$ cat src/rtl/fft_output_serializer.sv
// FFT result serializer: buffers sample pairs from the FFT I/O block in a
// small FIFO and emits one complex sample per cycle with frame markers.
//   clk, reset (async, active-high), en gates input acceptance only.
//   i_samp1/i_samp2/i_valid : pair stream in; o_receiver_ready back to source.
//   o_sample/o_valid/i_ready : serial valid/ready stream out.
//   o_last, o_frame_done, o_busy, o_overflow : frame and status flags.
module fft_output_serializer #(
  parameter int N            = 32,
  parameter int word_size    = 16,
  parameter int FIFO_DEPTH   = 4,
  parameter int READY_MARGIN = 2
) (
  input  logic                   clk,
  input  logic                   reset,
  input  logic                   en,
  input  logic [word_size*2-1:0] i_samp1,
  input  logic [word_size*2-1:0] i_samp2,
  input  logic                   i_valid,
  output logic                   o_receiver_ready,
  output logic [word_size*2-1:0] o_sample,
  output logic                   o_valid,
  input  logic                   i_ready,
  output logic                   o_last,
  output logic                   o_frame_done,
  output logic                   o_busy,
  output logic                   o_overflow
);

  localparam int SW  = word_size * 2;
  localparam int PW  = $clog2(FIFO_DEPTH);
  localparam int CW  = $clog2(FIFO_DEPTH + 1);
  localparam int SCW = $clog2(N);

  localparam logic [CW-1:0]  DEPTH_C = CW'(FIFO_DEPTH);
  localparam logic [CW-1:0]  RDY_LIM = CW'(FIFO_DEPTH - READY_MARGIN);
  localparam logic [SCW-1:0] LAST_C  = SCW'(N - 1);

  // pair storage, samp1 in the upper half; deliberately not reset
  logic [2*SW-1:0] mem_q [FIFO_DEPTH];

  logic [CW-1:0]  count_q, count_d;
  logic [PW-1:0]  wr_ptr_q, wr_ptr_d;
  logic [PW-1:0]  rd_ptr_q, rd_ptr_d;
  logic           half_q, half_d;
  logic [SCW-1:0] scnt_q, scnt_d;
  logic           ovf_q, ovf_d;
  logic           done_q, done_d;

  logic            push_req;
  logic            full;
  logic            xfer;
  logic            pop;
  logic            push;
  logic [2*SW-1:0] head;

  always_comb begin
    push_req = i_valid & en;
    full     = (count_q == DEPTH_C);
    o_valid  = (count_q != '0);
    xfer     = o_valid & i_ready;
    pop      = xfer & half_q;
    // a pop in the same cycle frees the slot a full-FIFO push needs
    push     = push_req & (~full | pop);
    head     = mem_q[rd_ptr_q];

    o_sample = '0;
    if (o_valid) begin
      o_sample = half_q ? head[SW-1:0] : head[2*SW-1:SW];
    end

    o_last       = o_valid & (scnt_q == LAST_C);
    o_busy       = o_valid | (scnt_q != '0);
    o_overflow   = ovf_q;
    o_frame_done = done_q;
    // reset term keeps the output quiet while reset is held
    o_receiver_ready = en & ~reset & (count_q <= RDY_LIM);
  end

  always_comb begin
    count_d  = count_q;
    wr_ptr_d = wr_ptr_q;
    rd_ptr_d = rd_ptr_q;
    half_d   = half_q;
    scnt_d   = scnt_q;
    ovf_d    = ovf_q;
    done_d   = xfer & o_last;

    if (push) begin
      wr_ptr_d = wr_ptr_q + PW'(1);
    end
    if (push_req & ~push) begin
      ovf_d = 1'b1;
    end

    if (xfer) begin
      half_d = ~half_q;
      scnt_d = (scnt_q == LAST_C) ? '0 : scnt_q + SCW'(1);
    end
    if (pop) begin
      rd_ptr_d = rd_ptr_q + PW'(1);
    end

    unique case ({push, pop})
      2'b10:   count_d = count_q + CW'(1);
      2'b01:   count_d = count_q - CW'(1);
      default: count_d = count_q;
    endcase
  end

  always_ff @(posedge clk or posedge reset) begin
    if (reset) begin
      count_q  <= '0;
      wr_ptr_q <= '0;
      rd_ptr_q <= '0;
      half_q   <= 1'b0;
      scnt_q   <= '0;
      ovf_q    <= 1'b0;
      done_q   <= 1'b0;
    end else begin
      count_q  <= count_d;
      wr_ptr_q <= wr_ptr_d;
      rd_ptr_q <= rd_ptr_d;
      half_q   <= half_d;
      scnt_q   <= scnt_d;
      ovf_q    <= ovf_d;
      done_q   <= done_d;
    end
  end

  always_ff @(posedge clk) begin
    if (push) begin
      mem_q[wr_ptr_q] <= {i_samp1, i_samp2};
    end
  end

endmodule

$ cat config.mk
export PLATFORM = sky130hd
export DESIGN_NAME = fft_output_serializer
export DESIGN_NICKNAME = d
export VERILOG_FILES = /design/src/rtl/fft_output_serializer.sv
export SDC_FILE = /design/constraint.sdc
export NUM_CORES = 1
export LEC_CHECK = 0
export CORE_ASPECT_RATIO = 1.75
export CORE_MARGIN = 2
export CORE_UTILIZATION = 54
export CTS_BUF_LIST = sky130_fd_sc_hd__clkbuf_16
export CTS_CLUSTER_SIZE = 30
export DETAILED_ROUTE_END_ITERATION = 10
export PLACE_DENSITY = 0.76
export SLEW_MARGIN = 20
export SYNTH_ARGS = -nofsm -noshare
export SYNTH_HDL_FRONTEND = slang
export SYNTH_SLANG_ARGS = --single-unit
export TNS_END_PERCENT = 1
$ cat constraint.sdc
create_clock -name clk -period 3.96 [get_ports clk]
set_clock_uncertainty 0.1 [all_clocks]
set_input_delay 0.792 -clock clk [delete_from_list [all_inputs] [get_ports clk]]
set_output_delay 0.792 -clock clk [all_outputs]
set_load 0.01 [all_outputs]
== Yosys cells after proc, flatten, opt, wreduce, memory -nomap -nowiden ==
Memories as Yosys holds them, arrays and structs flattened.
Cells that the tools add are included.

* Eq/ne operators: 4
* Magnitude comparators: 1
* Reductions and logical operators: 3
* Bitwise operators: 15
* Mux-type cells: 6
* $add $sub $neg: 5

{| class="wikitable"
|+ Operators with widths
! kind !! number
|-
| $mux W32 || 2
|-
| $and A1 B1 Y1 || 9
|-
| $pmux W3 S2 || 1
|-
| $add A5 B1 Y5 const B || 1
|-
| $eq A5 B5 Y1 const B || 1
|-
| $mux W5 || 1
|-
| $reduce_bool A5 Y1 || 1
|-
| $add A2 B1 Y2 const B || 2
|-
| $not A1 Y1 || 4
|-
| $add A3 B1 Y3 const B || 1
|-
| $eq A3 B3 Y1 const B || 1
|-
| $le A3 B2 Y1 const B || 1
|-
| $reduce_bool A3 Y1 || 1
|-
| $sub A3 B1 Y3 const B || 1
|-
| $eq A2 B1 Y1 const B || 1
|-
| $eq A2 B2 Y1 const B || 1
|-
| $mux W1 || 2
|-
| $or A1 B1 Y1 || 2
|-
| $reduce_bool A2 Y1 || 1
|}

* Bits in registers: 15
* Memories kept: 1
* Logic and storage cells: 42
* Memory bits (writable): 256
* Input port bits: 69
* Output and inout bits: 38

{| class="wikitable"
|+ Memories
! memory !! depth !! width !! rd ports !! clocked after Yosys merged registers in !! wr ports !! RTL line !! RTL
|-
| mem_q || 4 || 64 || 1 || 0 || 1 || 39 || <nowiki>logic [2*SW-1:0] mem_q [FIFO_DEPTH];</nowiki>
|}

== Longest topological paths before layout ==
Gate-level depths: netlist of run 1.

* Depth in word-level cells: 7
* Mapped depth: 9
* Mapped depth without buffers: 8

== Worst setup path before layout of run 1 ==
No wires, ideal clock.

* Path type: input -> register
* Start: input port en
* End: memory mem_q[0][0] in the netlist's numbering, enable pin
* Arrival: 2.824 ns
* Slack: 0.608 ns
* Required time: 3.431 ns
* Library setup time: 0.429 ns
* Cell stages on the path: 3
* Buffers on the path: 0
* Cells stage by stage: nand2_2 -> a31oi_1 -> and2_1

* Word-level cells in the longest chain between the ends: 4

{| class="wikitable"
|+ RTL lines
! element !! RTL line !! RTL
|-
| from (decl) || 15 || <nowiki>input logic en,</nowiki>
|-
| $and A1 B1 Y1 || 57 || <nowiki>push_req = i_valid & en;</nowiki>
|-
| $and A1 B1 Y1 || 63 || <nowiki>push = push_req & (~full | pop);</nowiki>
|-
| $mux W1 || 131 || <nowiki>if (push) begin</nowiki>
|-
| $mux W1 (not written as such) || 132 || <nowiki>mem_q[wr_ptr_q] <= {i_samp1, i_samp2};</nowiki>
|-
| to (decl) || 39 ||
|}

No other way between the ends.

== Worst setup path after layout of run 1 ==
* Start: register rd_ptr_q[1]
* End: output port o_sample[21]

* Word-level cells in the longest chain between the ends: 3

{| class="wikitable"
|+ RTL lines
! element !! RTL line !! RTL
|-
| from (decl) || 43 || <nowiki>logic [PW-1:0] rd_ptr_q, rd_ptr_d;</nowiki>
|-
| from (signal assigned) || 122 || <nowiki>rd_ptr_q <= rd_ptr_d;</nowiki>
|-
| $mem_v2 Z4 W64 || - ||
|-
| $mux W32 || 68 || <nowiki>o_sample = half_q ? head[SW-1:0] : head[2*SW-1:SW];</nowiki>
|-
| $mux W32 || 67 || <nowiki>if (o_valid) begin</nowiki>
|-
| to (decl) || 20 || <nowiki>output logic [word_size*2-1:0] o_sample,</nowiki>
|}

No other way between the ends.

==> impl_metrics.tcl, run 1 <==
set metrics [dict create \
    status "finished, final reports clean" \
    slew-limit-headroom_pct 56.0 \
    cts_tree "built" \
    antenna_found_initial 1 \
    fraction_of_registers_with_async_set_reset_pct 5.54 \
    clock.fmax_mhz 258 \
    synth_edf_count 256 \
    critical_path.cell_chain "buf_4 > nor2b_1 > a2111oi_0 > nor4_1 > clkdlybuf4s50_1" \
    unrepaired_setup_endpoints_after_global_routing "no" \
    fill_cells 1392 \
    power.net_switching_w 0.00319 \
    netlist_area_mm2 0.0110 \
    cts-root-to-sink-buffers 3 \
    switching_share_pct 32.4 \
    global_route_overflow 0 \
    routed_wl_um 23500 \
    path_buf_inv 2 \
    number_of_failing_hold_endpoints_at_the_final_stage 0 \
    clk_latency_ns 0.51 \
    synthToLayoutAreaGrowth_pct 20.8 \
    core_region_area_mm2 0.0202 \
    syn_inst 652 \
    worst_setup_path_start_kind "flip-flop" \
    finalWorstPathRequiredPeriod_ns 3.88 \
    slew_viol_final 0 \
    place.port_buffers 106 \
    combinationalPowerShare_pct 37.0 \
    cts_sinks 271 \
    antenna_violating_nets_post_route 0 \
    slowest_delay_ns 0.74 \
    yosys_register_bits 271 \
    grt_pass1_wl_um 36300 \
    top_layer_used "met4" \
    seq_total_area_yosys_pct 73.0 \
    detailed_place.area_mm2 0.0125 \
    hold_buffers 0 \
    route.vias.total 6235 \
    met3_length_um 965 \
    post-dp-hpwl_um 15000 \
    timing.critical_path.required_ns 3.07 \
    final_net_count 845 \
    finalInstanceArea_mm2 0.0133 \
    synth-main-ff-cell "sky130_fd_sc_hd__edfxtp_1" \
    die_area_mm2 0.0217 \
    timing.final.setup_violations 0 \
    cts_root_buffer "sky130_fd_sc_hd__clkbuf_16" \
    grt_start_max_net_pins 52 \
    met2_wirelength_um 13200 \
    drtPass1Iterations 7 \
    cts.clk_slew.worst_paths_ns 0.07 \
    detail_route.drc_violations 0 \
    yosys.area.top_type "sky130_fd_sc_hd__edfxtp_1" \
    postCtsSetupRepairBufs 1 \
    finalSetupTns_ns 0 \
    rows 69 \
    final_util_pct 66.1 \
    grtUsageTotal_pct 21.5 \
    total_internal_power_w 0.00667 \
    seq_power_share_pct 38.2 \
    post_route_cells_drive_above_1_share_pct 13.1 \
    pwr_density_cell_mw_per_mm2 738 \
    yosysWarningCount 0 \
    multi_input_comb_area_mm2 0.00272 \
    timing.critical_path.slowest_stage_cell "sky130_fd_sc_hd__dfrtp_4" \
    floorplan.die.height_um 193 \
    number_of_gates_resized_after_cts 0 \
    cp.arrival_ns 2.99 \
    place.gp.congestion 0.797 \
    total_leakage_power_nw 4.49 \
    cts.htree.levels 1 \
    drt-initial-drc-count 403 \
    timing.hold.ws_ns 0.397 \
    yosys.area.top_type_share_pct 69.6 \
    die_w_um 112 \
    detail_route.wl_per_cell_um 22.7 \
    m1_wire_length_um 8750 \
    critical_path.top_delay_family "buffers and inverters" \
    max_slew.worst_pin.slew_ns 0.643 \
    initial_utilization_pct 54.7 \
    mappedNetlistNets 729 \
    cap_viol_max_count 0 \
    synthTopCellsByArea "sky130_fd_sc_hd__edfxtp_1, sky130_fd_sc_hd__mux2i_1, sky130_fd_sc_hd__nor2b_1" \
    layout.area.seq_mm2 0.00807 \
    crit_path_end_kind "primary output" \
    post_dr_vias_cell 6.03 \
    floorplan.io_pins 107 \
    path_class "flip-flop to primary output" \
    fin_crit_sh_pct 98.1 \
    clock_power_share_pct 24.8 \
    ir_drop_v 0.000451 \
    hold_removal_path_class "flip-flop to flip-flop" \
    crit_fanout 26 \
    first_global_vias 6601 \
    synth.lib_cells_used.distinct 45 \
    post_synth.cell_area_avg_um2 16.9 \
    cts_inserted_buffers 23 \
]
## power by group through the flow
stage	clock network [W]	registers (W)	logic [W]
6_report	0.00244	0.00377	0.00364
5_1_grt	0.00258	0.00380	0.00390
4_1_cts	0.00247	0.00376	0.00368
3_5_place_dp	0	0.00385	0.00358
3_3_place_gp	0	0.00382	0.00350
2_1_floorplan	0	0.00366	0.00225
## layout by cell type (no fill, tap or decap), types with 2 or more instances in the layout
| cell type | n |
|---|---|
| sky130_fd_sc_hd__a2111oi_0 | 26 |
| sky130_fd_sc_hd__nand3_1 | 2 |
| sky130_fd_sc_hd__xnor2_1 | 5 |
| sky130_fd_sc_hd__a22o_1 | 32 |
| sky130_fd_sc_hd__clkinvlp_4 | 4 |
| sky130_fd_sc_hd__a211oi_1 | 32 |
| sky130_fd_sc_hd__edfxtp_1 | 256 |
| sky130_fd_sc_hd__and3_1 | 3 |
| sky130_fd_sc_hd__buf_12 | 6 |
| sky130_fd_sc_hd__dfrtp_2 | 2 |
| sky130_fd_sc_hd__clkinv_1 | 6 |
| sky130_fd_sc_hd__nand2_2 | 3 |
| sky130_fd_sc_hd__mux2i_1 | 64 |
| sky130_fd_sc_hd__a21oi_1 | 3 |
| sky130_fd_sc_hd__nor2_1 | 6 |
| sky130_fd_sc_hd__clkdlybuf4s50_1 | 106 |
| sky130_fd_sc_hd__nor2b_1 | 64 |
| sky130_fd_sc_hd__clkbuf_16 | 23 |
| sky130_fd_sc_hd__mux2_2 | 3 |
| sky130_fd_sc_hd__nor4_1 | 13 |
| sky130_fd_sc_hd__nor4_2 | 19 |
| sky130_fd_sc_hd__dfrtp_1 | 12 |
| sky130_fd_sc_hd__nand2_1 | 9 |
| sky130_fd_sc_hd__o21ai_0 | 4 |
| sky130_fd_sc_hd__ha_1 | 7 |
| sky130_fd_sc_hd__a2111oi_1 | 7 |
| sky130_fd_sc_hd__nor2b_4 | 2 |
| sky130_fd_sc_hd__bufinv_16 | 6 |
| sky130_fd_sc_hd__and2_4 | 4 |
| sky130_fd_sc_hd__inv_1 | 10 |
| sky130_fd_sc_hd__buf_4 | 24 |
## registers in the layout (all words and copies together) (netlist names)
register,flops
scnt_q,5
wr_ptr_q,2
half_q,1
rd_ptr_q,2
mem_q,256
o_frame_done,1
count_q,3
o_overflow,1
## routing by layer
metal  vias to the layer above  global-route usage, %
li1                       2830                      -
met1                      3185                   25.2
met2                       175                   40.2
met3                        45                   2.73
met4                         0                   7.32
met5                         -                      0
## Yosys cell counts (3+ instances only)
library cell	number
sky130_fd_sc_hd__edfxtp_1	256
sky130_fd_sc_hd__nor2b_1	66
sky130_fd_sc_hd__mux2i_1	64
sky130_fd_sc_hd__a211oi_1	32
sky130_fd_sc_hd__a22o_1	32
sky130_fd_sc_hd__a2111oi_0	26
sky130_fd_sc_hd__buf_2	19
sky130_fd_sc_hd__nor4_2	19
sky130_fd_sc_hd__dfrtp_1	15
sky130_fd_sc_hd__clkbuf_1	14
sky130_fd_sc_hd__nor4_1	13
sky130_fd_sc_hd__nand2_1	10
sky130_fd_sc_hd__inv_1	9
sky130_fd_sc_hd__a2111oi_1	7
sky130_fd_sc_hd__ha_1	7
sky130_fd_sc_hd__buf_4	6
sky130_fd_sc_hd__nor2_1	6
sky130_fd_sc_hd__and2_1	5
sky130_fd_sc_hd__xnor2_1	5
sky130_fd_sc_hd__o21ai_0	4
sky130_fd_sc_hd__a21oi_1	3
sky130_fd_sc_hd__and3_1	3
sky130_fd_sc_hd__buf_8	3
sky130_fd_sc_hd__mux2_2	3
## worst reg2reg max path: stages, from the launching register on
cell and delay (ns):
sky130_fd_sc_hd__dfrtp_1 0.56, sky130_fd_sc_hd__nor3_4 0.08, sky130_fd_sc_hd__buf_4 0.25, sky130_fd_sc_hd__nor2_1 0.24, sky130_fd_sc_hd__nand2_1 0.10, sky130_fd_sc_hd__fa_1 0.41, sky130_fd_sc_hd__or3b_1 0.41, sky130_fd_sc_hd__a21boi_0 0.14
sky130_fd_sc_hd__a221o_1 0.30
## stage by stage
step           power, W  setup WS, ns  instances
3_3_place_gp    0.00732         0.647        990
2_1_floorplan   0.00591         0.608        652
5_1_grt          0.0103        0.0566       1034
4_1_cts         0.00991        0.0822       1033
3_5_place_dp    0.00743         0.606        990
6_report        0.00986        0.0765       1034
## cell type report
cell class | instances | share of cell area [%]
flip-flops and latches | 271 | 60.4
multi-input cells | 325 | 20.3
repair buffers | 137 | 10.4
clock buffers | 23 | 4.31
well taps | 248 | 2.32
clock inverters | 19 | 1.87
inverters | 10 | 0.281
diodes | 1 | 0.0187
## worst paths after layout
path | slack (ns) | start | depth (start not counted) | to
worst max-delay path | 0.08 | rd_ptr_q[1] | 5 | o_sample[21]
worst min-delay path | 0.40 | o_overflow | 1 | o_overflow
worst max register to register | 1.27 | count_q[1] | 8 | count_q[2]
worst min register to register | 0.40 | o_overflow | 1 | o_overflow
max in group asynchronous | 2.78 | reset | 2 | rd_ptr_q[1]
min in group asynchronous | 0.56 | reset | 2 | count_q[1]
## logic make-up (layout without fill, tap and decap cells)
kind of cell | Yosys count | count (layout) | synth area share, %
and+or+nand+nor | 132 | 132 | 8.27
buffers and inverters | 56 | 189 | 2.76
adders and majority gates | 8 | 8 | 0.974
xor gates and xnor gates | 6 | 6 | 0.476
AOI/OAI and AO/OA | 112 | 112 | 8.45
DFF | 271 | 271 | 73.0
muxes | 67 | 67 | 6.10
other | 0 | 1 | 0
Note: power is estimated with default switching activity, not from simulation.
==> run 2, diff against run 1 <==
TNS_END_PERCENT = 20   (was 1)
clock period = 4.8 ns   (was 3.96 ns; I/O delays follow)
==> run 2 against run 1 <==
Combinational power is 22% lower. Clock-buffer cell count stayed put. Non-clock buffer count down 18. Cell count is 2.0% lower. Utilization fell by 1.6 points. Highest routed layer unchanged. Total power shrank 23%.
==> impl_metrics.tcl, run 2 (synthesis results as in run 1) <==
set metrics [dict create \
    status "finished, final reports clean" \
    grt_pass1_wl_um 35500 \
    timing.final.setup_violations 0 \
    unrepaired_setup_endpoints_after_global_routing "no" \
    slew_viol_final 0 \
    finalWorstPathRequiredPeriod_ns 4.20 \
    place.port_buffers 106 \
    layout.area.seq_mm2 0.00807 \
    drtPass1Iterations 5 \
    crit_path_end_kind "primary output" \
    postCtsSetupRepairBufs 0 \
    route.vias.total 6175 \
    cp.arrival_ns 3.14 \
    initial_utilization_pct 54.7 \
    multi_input_comb_area_mm2 0.00272 \
    cts.clk_slew.worst_paths_ns 0.07 \
    routed_wl_um 22700 \
    cts_sinks 271 \
    cts-root-to-sink-buffers 3 \
    fin_crit_sh_pct 87.5 \
    cap_viol_max_count 0 \
    hold_buffers 0 \
    number_of_failing_hold_endpoints_at_the_final_stage 0 \
    grt_start_max_net_pins 67 \
    finalSetupTns_ns 0 \
    floorplan.io_pins 107 \
    detail_route.drc_violations 0 \
    cts_root_buffer "sky130_fd_sc_hd__clkbuf_16" \
    total_leakage_power_nw 4.34 \
    cts_tree "built" \
    final_net_count 827 \
    fill_cells 1472 \
    grtUsageTotal_pct 20.9 \
    max_slew.worst_pin.slew_ns 1.06 \
    cts.htree.levels 1 \
    post_dr_vias_cell 6.10 \
    global_route_overflow 0 \
    clock.fmax_mhz 238 \
    antenna_found_initial 0 \
    path_class "flip-flop to primary output" \
    cts_inserted_buffers 23 \
    first_global_vias 6662 \
    number_of_gates_resized_after_cts 0 \
    top_regs "mem_q: 256 flops, scnt_q: 5 flops, count_q: 3 flops" \
    post_route_cells_drive_above_1_share_pct 9.93 \
    hold_removal_path_class "flip-flop to flip-flop" \
    post-dp-hpwl_um 14000 \
    slew-limit-headroom_pct 29.1 \
    pwr_density_cell_mw_per_mm2 585 \
    p_total_w 0.00762 \
    detail_route.wl_per_cell_um 22.5 \
    r2r_setup_slack_ns 1.57 \
    synthToLayoutAreaGrowth_pct 17.8 \
    rows 69 \
    clk_latency_ns 0.50 \
    largest-register "mem_q" \
    floorplan.die.height_um 193 \
    drt-initial-drc-count 418 \
    crit_fanout 66 \
    insertedDiodeCount 0 \
    core_region_area_mm2 0.0202 \
    antenna_violating_nets_post_route 0 \
    max_ffs_per_register 256 \
    layout.cells.most_common "sky130_fd_sc_hd__edfxtp_1" \
    ir_drop_v 0.000399 \
    die_area_mm2 0.0217 \
    place.gp.congestion 0.775 \
    timing.critical_path.required_ns 3.74 \
    worst_setup_path_start_kind "flip-flop" \
    die_w_um 112 \
    most-common-layout-cells "sky130_fd_sc_hd__edfxtp_1, sky130_fd_sc_hd__clkdlybuf4s50_1, sky130_fd_sc_hd__nor2b_1, sky130_fd_sc_hd__mux2i_1" \
]
-- run 2: cell count changes in the layout (fill, tap and decap cells not counted) --
cell / previous run / this run
sky130_fd_sc_hd__clkinv_2: 1 / 0
sky130_fd_sc_hd__bufinv_16: 6 / 0
sky130_fd_sc_hd__clkinvlp_4: 4 / 2
sky130_fd_sc_hd__buf_16: 1 / 0
sky130_fd_sc_hd__buf_4: 24 / 7
sky130_fd_sc_hd__diode_2: 1 / 0
sky130_fd_sc_hd__inv_1: 10 / 16
sky130_fd_sc_hd__clkinv_1: 6 / 7
-- run 2: layer usage --
metal  GRT usage (%)  vias up  routed length [um]
li1                -     2804                   -
met1            23.5     3149                8280
met2            40.2      175               12800
met3            2.57       47                 954
met4            7.41        0                 684
met5               0        -                   0
-- run 2: worst max-delay path, stage by stage (launching register included) --
cell	delay [ns]
sky130_fd_sc_hd__dfrtp_4	0.88
sky130_fd_sc_hd__buf_12	0.38
sky130_fd_sc_hd__nor2b_1	0.09
sky130_fd_sc_hd__a2111oi_0	0.59
sky130_fd_sc_hd__nor4_2	0.13
sky130_fd_sc_hd__clkdlybuf4s50_1	0.51
-- run 2: final timing paths --
kind                                   from      endpoint  cells after the start
worst max-delay path            rd_ptr_q[1]  o_sample[30]                      5
worst min-delay path             o_overflow    o_overflow                      1
worst max register to register       half_q    count_q[2]                      8
worst min register to register   o_overflow    o_overflow                      1
max in group asynchronous             reset   rd_ptr_q[1]                      2
min in group asynchronous             reset   rd_ptr_q[0]                      2
-- run 2: cell type report --
class	count	area share, %
flip-flops and latches	271	62.0
clock inverters	17	0.586
well taps	248	2.38
multi-input cells	325	20.9
clock buffers	23	4.42
repair buffers	119	9.48
inverters	10	0.288
-- run 2: power breakdown --
part / total [W] / internal [W] / leakage (nW) / switching (W)
clock: 0.00163 / 0.000868 / 0.337 / 0.000765
combinational: 0.00283 / 0.00133 / 1.50 / 0.00150
sequential: 0.00316 / 0.00289 / 2.50 / 0.000262
-- run 2: metrics by stage --
step                      setup slack, ns  area (um^2)  hold slack (ns)  utilization, %  cells
after CTS                           0.587        13000            0.388            64.4   1013
after detailed placement             1.09        12400            0.372            61.2    973
after global routing                0.434        13000            0.413            64.4   1013
final                               0.599        13000            0.386            64.4   1013
after floorplan                      1.28        11000            0.387               -    652
after global placement               1.15        12400            0.365            61.2    973
==> run 3, diff against run 2 <==
clock period = 4.6 ns   (was 4.8 ns; I/O delays follow)
==> run 3 against run 2 <==
Utilization rose by 0.34 points. Clock-buffer cell count unchanged. First-iteration DRC count up 4.5%. Via count is 0.28% lower. Critical path depth unchanged. Combinational power rose by 6%. Register-to-register slack worse by 0.13 ns. Cell count grew 0.30%. Critical endpoint is now o_sample[2]. Largest cell class unchanged. Highest routed layer unchanged.
==> impl_metrics.tcl, run 3 (synthesis results as in run 1) <==
set metrics [dict create \
    status "finished, final reports clean" \
    cap_viol_max_count 0 \
    timing.final.setup_violations 0 \
    top_regs "mem_q: 256 flops, scnt_q: 5 flops, count_q: 3 flops" \
    first_global_vias 6572 \
    total_leakage_power_nw 4.37 \
    cts_sinks 271 \
    crit_fanout 37 \
    detailed_place.area_mm2 0.0124 \
    unrepaired_setup_endpoints_after_global_routing "no" \
    final_net_count 830 \
    critical_path.cell_chain "buf_4 > mux2i_1 > a22o_1 > nor4_1 > clkdlybuf4s50_1" \
    postCtsSetupRepairBufs 0 \
    crit_path_end_kind "primary output" \
    routed_wl_um 23400 \
    largest-register "mem_q" \
    number_of_failing_hold_endpoints_at_the_final_stage 0 \
    ir_drop_v 0.000453 \
    floorplan.io_pins 107 \
    path_class "flip-flop to primary output" \
    place.gp.congestion 0.784 \
    die_w_um 112 \
    synthToLayoutAreaGrowth_pct 18.4 \
    die_area_mm2 0.0217 \
    timing.critical_path.slowest_stage_cell "sky130_fd_sc_hd__dfrtp_4" \
    hold_buffers 0 \
    antenna_violating_nets_post_route 0 \
    core_region_area_mm2 0.0202 \
    cts.clk_slew.worst_paths_ns 0.07 \
    rows 69 \
    max_ffs_per_register 256 \
    max_slew.worst_pin.slew_ns 0.746 \
    place.port_buffers 106 \
    detail_route.drc_violations 0 \
    cts_tree "built" \
    cts-root-to-sink-buffers 3 \
    drtPass1Iterations 5 \
    clock.fmax_mhz 243 \
    cts_root_buffer "sky130_fd_sc_hd__clkbuf_16" \
    pwr_density_cell_mw_per_mm2 620 \
    finalInstanceArea_mm2 0.0131 \
    finalWorstPathRequiredPeriod_ns 4.11 \
    worst_setup_path_start_kind "flip-flop" \
    clk_latency_ns 0.50 \
    slew_viol_final 0 \
    layout.area.seq_mm2 0.00807 \
    cts.htree.levels 1 \
    global_route_overflow 0 \
    multi_input_comb_area_mm2 0.00272 \
    hold_removal_path_class "flip-flop to flip-flop" \
    post_route_cells_drive_above_1_share_pct 10.5 \
    insertedDiodeCount 0 \
    most-common-layout-cells "sky130_fd_sc_hd__edfxtp_1, sky130_fd_sc_hd__clkdlybuf4s50_1, sky130_fd_sc_hd__nor2b_1, sky130_fd_sc_hd__mux2i_1" \
    layout.cells.most_common "sky130_fd_sc_hd__edfxtp_1" \
    timing.critical_path.required_ns 3.58 \
    floorplan.die.height_um 193 \
    finalSetupTns_ns 0 \
    cp.arrival_ns 3.09 \
    fin_crit_sh_pct 89.4 \
    grt_start_max_net_pins 56 \
    antenna_found_initial 0 \
    initial_utilization_pct 54.7 \
    post_dr_vias_cell 6.06 \
    route.vias.total 6158 \
    cts_inserted_buffers 23 \
    post-dp-hpwl_um 14600 \
    slew-limit-headroom_pct 49.0 \
    grt_pass1_wl_um 36100 \
    number_of_gates_resized_after_cts 0 \
    drt-initial-drc-count 437 \
    detail_route.wl_per_cell_um 23.0 \
    fill_cells 1441 \
    slowest_delay_ns 0.76 \
    grtUsageTotal_pct 21.4 \
]
## run 3: area by class of cell
cell class | instances | share of cell area [%]
clock buffers | 23 | 4.40
clock inverters | 17 | 0.937
inverters | 10 | 0.287
multi-input cells | 325 | 20.7
flip-flops and latches | 271 | 61.7
well taps | 248 | 2.37
repair buffers | 122 | 9.60
## run 3: layer usage
layer | share of wire [%] | GRT usage (%) | up-vias | wire length [um]
li1 | - | - | 2795 | -
met3 | 4.0 | 2.44 | 46 | 944
met2 | 56 | 39.6 | 197 | 13100
met5 | 0 | 0 | - | 0
met1 | 37 | 25.6 | 3120 | 8750
met4 | 2.6 | 7.59 | 0 | 618
## run 3: worst max-delay path, delay by kind of cell, from the launching register on
kind	cells	cell delay, ns
flip-flops	1	0.76
AO/OA/AOI/OAI	1	0.23
buffers and inverters	2	1.02
multiplexers	1	0.12
AND/OR/NAND/NOR	1	0.45
## run 3: metrics by stage
stage	worst slack, ns	std cells	total power, W	utilization, %	hold WS [ns]
2_1_floorplan	1.12	652	0.00509	-	0.387
3_3_place_gp	1.02	976	0.00626	61.3	0.363
3_5_place_dp	0.945	976	0.00634	61.3	0.366
4_1_cts	0.473	1016	0.00817	64.8	0.385
5_1_grt	0.387	1016	0.00847	64.8	0.416
6_report	0.490	1016	0.00812	64.8	0.379
## run 3: worst paths after layout
check                            startpoint     endpoint  slack, ns  depth (start not counted)
worst max-delay path            rd_ptr_q[1]  o_sample[2]       0.49                          5
worst min-delay path             o_overflow   o_overflow       0.38                          1
worst max register to register       half_q  mem_q[1][4]       1.44                          5
worst min register to register   o_overflow   o_overflow       0.38                          1
max in group asynchronous             reset  rd_ptr_q[1]       3.19                          2
min in group asynchronous             reset   o_overflow       0.73                          2
## run 3: report_power, final
part	internal (W)	leakage, nW	switching [W]
registers	0.00302	2.50	0.000255
logic	0.00140	1.52	0.00161
clock network	0.00102	0.354	0.000819
total	0.00543	4.37	0.00269
